--- src/rtl/icache_fill_sequencer.sv ---
// Icache block fill sequencer: issues one word read per block word, reorders the responses
// by block offset and writes them into the icache strictly in offset order.
module icache_fill_sequencer #(
  parameter int unsigned icache_tag_width_p           = 4,
  parameter int unsigned icache_entries_p             = 256,
  parameter int unsigned icache_block_size_in_words_p = 4,
  localparam int unsigned pc_width_lp = icache_tag_width_p + $clog2(icache_entries_p),
  localparam int unsigned block_offset_width_lp =
      (icache_block_size_in_words_p > 1) ? $clog2(icache_block_size_in_words_p) : 1
) (
  input  logic                             clk_i,
  input  logic                             reset_i,
  input  logic                             miss_v_i,
  input  logic [pc_width_lp-1:0]           miss_pc_i,
  output logic                             miss_ready_o,
  output logic                             req_v_o,
  output logic [pc_width_lp-1:0]           req_addr_o,
  input  logic                             req_ready_i,
  input  logic                             resp_v_i,
  input  logic [block_offset_width_lp-1:0] resp_offset_i,
  input  logic [31:0]                      resp_data_i,
  input  logic                             icache_w_ready_i,
  output logic                             icache_v_o,
  output logic                             icache_w_o,
  output logic [pc_width_lp-1:0]           icache_w_pc_o,
  output logic [31:0]                      icache_w_instr_o,
  output logic                             fill_done_o,
  output logic                             err_r_o
);

  localparam int unsigned block_words_lp = icache_block_size_in_words_p;
  localparam logic [block_offset_width_lp-1:0] last_off_lp =
      block_offset_width_lp'(block_words_lp - 1);
  localparam logic [pc_width_lp-1:0] off_mask_lp = pc_width_lp'(block_words_lp - 1);

  typedef enum logic [1:0] {StIdle, StReq, StWait, StDone} state_e;

  state_e                           r_state, w_state_next;
  logic [pc_width_lp-1:0]           r_base;
  logic [block_offset_width_lp-1:0] r_req_cnt, r_wr_cnt;
  logic [31:0]                      r_buf [block_words_lp];
  logic [block_words_lp-1:0]        r_vld;
  logic                             r_err;

  logic                      w_active, w_req_hs, w_wr, w_off_ok, w_cap, w_drop;
  logic                      w_miss_acc;
  logic [block_words_lp-1:0] w_vld_set, w_vld_clr;

  // Counters wrap at N; with N==1 they stay at zero.
  function automatic logic [block_offset_width_lp-1:0] f_inc(
    input logic [block_offset_width_lp-1:0] cnt
  );
    return (cnt == last_off_lp) ? '0 : cnt + 1'b1;
  endfunction

  assign w_active   = (r_state == StReq) || (r_state == StWait);
  assign w_miss_acc = (r_state == StIdle) && miss_v_i;
  assign w_req_hs   = (r_state == StReq) && req_ready_i;
  assign w_wr       = w_active && r_vld[r_wr_cnt] && icache_w_ready_i;
  assign w_off_ok   = 32'(resp_offset_i) < block_words_lp;
  // A response into an occupied slot or outside a fill is dropped and flagged.
  assign w_cap      = resp_v_i && w_active && w_off_ok && !r_vld[resp_offset_i];
  assign w_drop     = resp_v_i && !w_cap;

  always_comb begin
    w_vld_set = '0;
    w_vld_clr = '0;
    if (w_cap) w_vld_set[resp_offset_i] = 1'b1;
    if (w_wr)  w_vld_clr[r_wr_cnt]      = 1'b1;
  end

  always_comb begin
    w_state_next = r_state;
    unique case (r_state)
      StIdle: if (miss_v_i) w_state_next = StReq;
      StReq: begin
        if (w_wr && (r_wr_cnt == last_off_lp)) begin
          w_state_next = StDone;
        end else if (w_req_hs && (r_req_cnt == last_off_lp)) begin
          w_state_next = StWait;
        end
      end
      StWait: if (w_wr && (r_wr_cnt == last_off_lp)) w_state_next = StDone;
      StDone: w_state_next = StIdle;
      default: w_state_next = StIdle;
    endcase
  end

  always_ff @(posedge clk_i or posedge reset_i) begin
    if (reset_i) begin
      r_state   <= StIdle;
      r_base    <= '0;
      r_req_cnt <= '0;
      r_wr_cnt  <= '0;
      r_vld     <= '0;
      r_err     <= 1'b0;
    end else begin
      r_state <= w_state_next;
      r_vld   <= (r_vld | w_vld_set) & ~w_vld_clr;
      if (w_drop) r_err <= 1'b1;
      if (w_miss_acc) begin
        r_base    <= miss_pc_i & ~off_mask_lp;
        r_req_cnt <= '0;
        r_wr_cnt  <= '0;
      end else begin
        if (w_req_hs) r_req_cnt <= f_inc(r_req_cnt);
        if (w_wr)     r_wr_cnt  <= f_inc(r_wr_cnt);
      end
    end
  end

  // Data storage needs no reset: a slot is only read while its valid bit is set.
  always_ff @(posedge clk_i) begin
    if (w_cap) r_buf[resp_offset_i] <= resp_data_i;
  end

  assign miss_ready_o     = (r_state == StIdle);
  assign req_v_o          = (r_state == StReq);
  assign req_addr_o       = req_v_o ? (r_base | pc_width_lp'(r_req_cnt)) : '0;
  assign icache_v_o       = w_wr;
  assign icache_w_o       = w_wr;
  assign icache_w_pc_o    = w_wr ? (r_base | pc_width_lp'(r_wr_cnt)) : '0;
  assign icache_w_instr_o = w_wr ? r_buf[r_wr_cnt] : '0;
  assign fill_done_o      = (r_state == StDone);
  assign err_r_o          = r_err;

endmodule
--- config.mk ---
export PLATFORM = sky130hd
export DESIGN_NAME = icache_fill_sequencer
export DESIGN_NICKNAME = d
export VERILOG_FILES = /design/src/rtl/icache_fill_sequencer.sv
export SDC_FILE = /design/constraint.sdc
export NUM_CORES = 1
export LEC_CHECK = 0
export ABC_AREA = 1
export CORE_MARGIN = 4
export CORE_UTILIZATION = 55
export CTS_BUF_LIST = sky130_fd_sc_hd__clkbuf_2 sky130_fd_sc_hd__clkbuf_4 sky130_fd_sc_hd__clkbuf_8
export DETAILED_ROUTE_END_ITERATION = 10
export PLACE_DENSITY = 0.83
export SLEW_MARGIN = 10
export SYNTH_ARGS = -nofsm -noshare
export SYNTH_HDL_FRONTEND = slang
export SYNTH_SLANG_ARGS = --single-unit
export TNS_END_PERCENT = 50
--- constraint.sdc ---
create_clock -name clk_i -period 3.75 [get_ports clk_i]
set_clock_uncertainty 0.05 [all_clocks]
set_input_delay 0.75 -clock clk_i [delete_from_list [all_inputs] [get_ports clk_i]]
set_output_delay 0.75 -clock clk_i [all_outputs]
set_load 0.05 [all_outputs]
==> metrics.txt <==
root buffer selected by CTS clkbuf_8; XOR/XNOR share of the synthesized area 0.00140; Fin. Hold Viols 0; Int Power between 3000 and 4000 uW; commonest register cell after synthesis edfxtp_1; largest net degree at the start of global routing 47; wire per inst around 16 um; Slew HR 0.470; status finished clean; CP Max Fanout 46; f_max 0.291 GHz; max_cap viols 0; slowest CP cell dfrtp_4; initial core utilization 0.569; htree depth 4; synth warn 0; multi-input combinational cell area 1560 sq um; post-synthesis mux area share 0; Die Ht 115 um; share of power burned in registers 0.373; syn nets 623; Buf/Inv on CP 2; drt first-iter violations between 300 and 400; post-route clock period utilization 0.918; Setup Viol. Count Final 0; initial antenna violation count 0; PortBufs 111; Synth top area share 0.615; worst path arrival time 2.64 ns; Pwr per Cell Area around 740 nW/um^2; Clock power frac 0.222; Avg Cell Area, Syn approximately 11 sq um; leakage power 0.00314 uW; Final GP Congestion 0.846; Comb power frac 0.405; post-synthesis sequential area ratio 0.699; sequential cell area 4370 sq um; fillers 740; delay of the slowest critical-path stage 0.63 ns; VDD IR max between 0.4 and 0.5 mV; per-cell via count in the routed design around 5.4; Post-Route WL 13600 um; via total after detailed routing 4489; die area 13100 sq um; Post-synth EDFFs 128; grt ovf 0; Synth Register Bits around 150; Gate Count Post-Synth between 500 and 600; dpl hpwl roughly 8300 um; Synth Area in Adders 0.0180; simple-gate share of the synthesized area 0.132; total CTS buffers 17; clock buffer depth 2; DR DRC count 0; global-route wire length before repair 21200 um; largest family of logic cells by synthesized area simple AND/OR/NAND/NOR gates; setup TNS 0 ns; Yosys cell types 26; Die W 115 um; switching portion of total power 0.423; Clk Latency, worst-skew pair 0.44 ns; path type of the worst setup path reg2out; Slew @ Worst Pin around 0.79 ns; Post-Syn Area 6250 sq um; largest cells by area after synthesis edfxtp_1 (61%), nor2_1 (9.4%), dfrtp_1 (8.4%); clk sink count 149; Setup crit start kind flop; Total Routing Usage GR 0.210; CP top delay family simple AND/OR/NAND/NOR gates; Synth Area in Compound Gates 0.0972; CTS tree done; element type at the critical path end output pin; share of post-route cells with drive strength above 1 0.141; area grow syn2layout 24.5%; Async SR Flop Fraction 0.141; final slew viol count 0; RSZ-0062 raised after global routing false; WP data required 2.95 ns; Hold/Removal Path Class reg2reg; # rows 38; post-CTS setup buffer count 0; clk slew on worst S/H paths 0.10 ns; # IOs 114; Final nets ~740; crit path time final between 3 and 4 ns; PnR Total Power about 5700 uW; cell taking the most area after synthesis edfxtp_1; core box area 11000 sq um; vias in the first global route 4448; drt first pass iters 5; # diodes 0; Cell Chain, Critical Path inv_4 > nand2_1 > nand2_1 > nand2_1 > nand2_2 > nand2_4 > a21oi_1 > buf_4; Switch Pwr 2420 uW; Detail Route Antenna Nets 0; most common cell type on the critical path nand2_1
==> metrics by stage <==
step,std cells,utilization,setup slack [ns],instance area [sq um],hold slack [ns]
3_5_place_dp,795,0.671,0.574,7370,0.406
6_report,827,0.709,0.308,7790,0.424
3_3_place_gp,795,0.671,0.601,7370,0.395
5_1_grt,827,0.709,0.103,7790,0.443
2_1_floorplan,562,-,1.04,6250,0.439
4_1_cts,827,0.709,0.0932,7780,0.428
==> layout by cell type (no fill, tap or decap), drive strengths merged, types with 2 or more instances in the layout <==
cell type	n
dfrtp	21
nand3	11
edfxtp	128
nor2	156
nand4	3
nand2	38
bufinv	2
a21oi	43
ha	9
clkbuf	17
clkinv	3
o21ai	70
a21boi	2
inv	55
clkdlybuf4s50	65
buf	58
==> worst paths after layout <==
| check | from | end | slack, ns | cells past startpoint |
|---|---|---|---|---|
| worst min-delay path | err_r_o | err_r_o | 0.42 | 1 |
| max in group asynchronous | reset_i | r_wr_cnt[0] | 2.36 | 2 |
| worst min register to register | err_r_o | err_r_o | 0.42 | 1 |
| worst max-delay path | r_wr_cnt[0] | icache_w_instr_o[23] | 0.31 | 8 |
| min in group asynchronous | reset_i | r_base[5] | 0.70 | 2 |
| worst max register to register | r_state[0] | r_buf[1][31] | 1.46 | 7 |
==> power groups by stage <==
stage | combinational (uW) | sequential (uW) | clock, uW
after floorplan | 1710 | 2100 | 0
after global placement | 2260 | 2150 | 0
after detailed placement | 2320 | 2160 | 0
after CTS | 2330 | 2120 | 1290
after global routing | 2520 | 2150 | 1380
final | 2320 | 2130 | 1270
==> final cells by class <==
cell class | instances | share of cell area
Sequential cell | 149 | 0.562
Tap cell | 140 | 0.0225
Clock inverter | 15 | 0.0233
Multi-Input combinational cell | 338 | 0.200
Inverter | 45 | 0.0220
Timing Repair Buffer | 123 | 0.141
Clock buffer | 17 | 0.0300
==> state kept, by name, summed over array words and instances, names as in the netlist <==
name / count
r_base: 10
r_wr_cnt: 2
r_buf: 128
r_req_cnt: 2
r_vld: 4
r_state: 2
err_r_o: 1
==> synth_stat cells, types with 2 or more instances <==
cell type	number
a21boi_0	2
a21oi_1	43
buf_2	9
buf_4	2
buf_6	4
clkbuf_1	15
dfrtp_1	21
edfxtp_1	128
ha_1	9
inv_1	42
inv_2	2
nand2_1	36
nand3_1	11
nand4_1	3
nor2_1	156
o21ai_0	63
o21ai_1	7
==> layer usage <==
metal,global-route usage,vias up,part of all wire
met5,0,-,0
met4,0.0665,0,0.0090
met3,0.0624,16,0.10
met2,0.360,231,0.50
met1,0.257,2121,0.39
li1,-,2121,-
==> what timing repair did <==
item / in CTS / in global routing
endpoints found under the hold margin: 0 / 0
hold buffers: 0 / 0
setup endpoints to repair: 0 / 17
resized for setup: 0 / 4
==> logic make-up (layout without fill, tap and decap cells) <==
family | after synthesis | count (layout)
compound gates | 118 | 118
buf+inv | 75 | 200
xor+xnor | 1 | 1
simple gates | 210 | 210
flops | 149 | 149
fa+ha+maj | 9 | 9
Note: power is estimated with default switching activity, not from simulation.
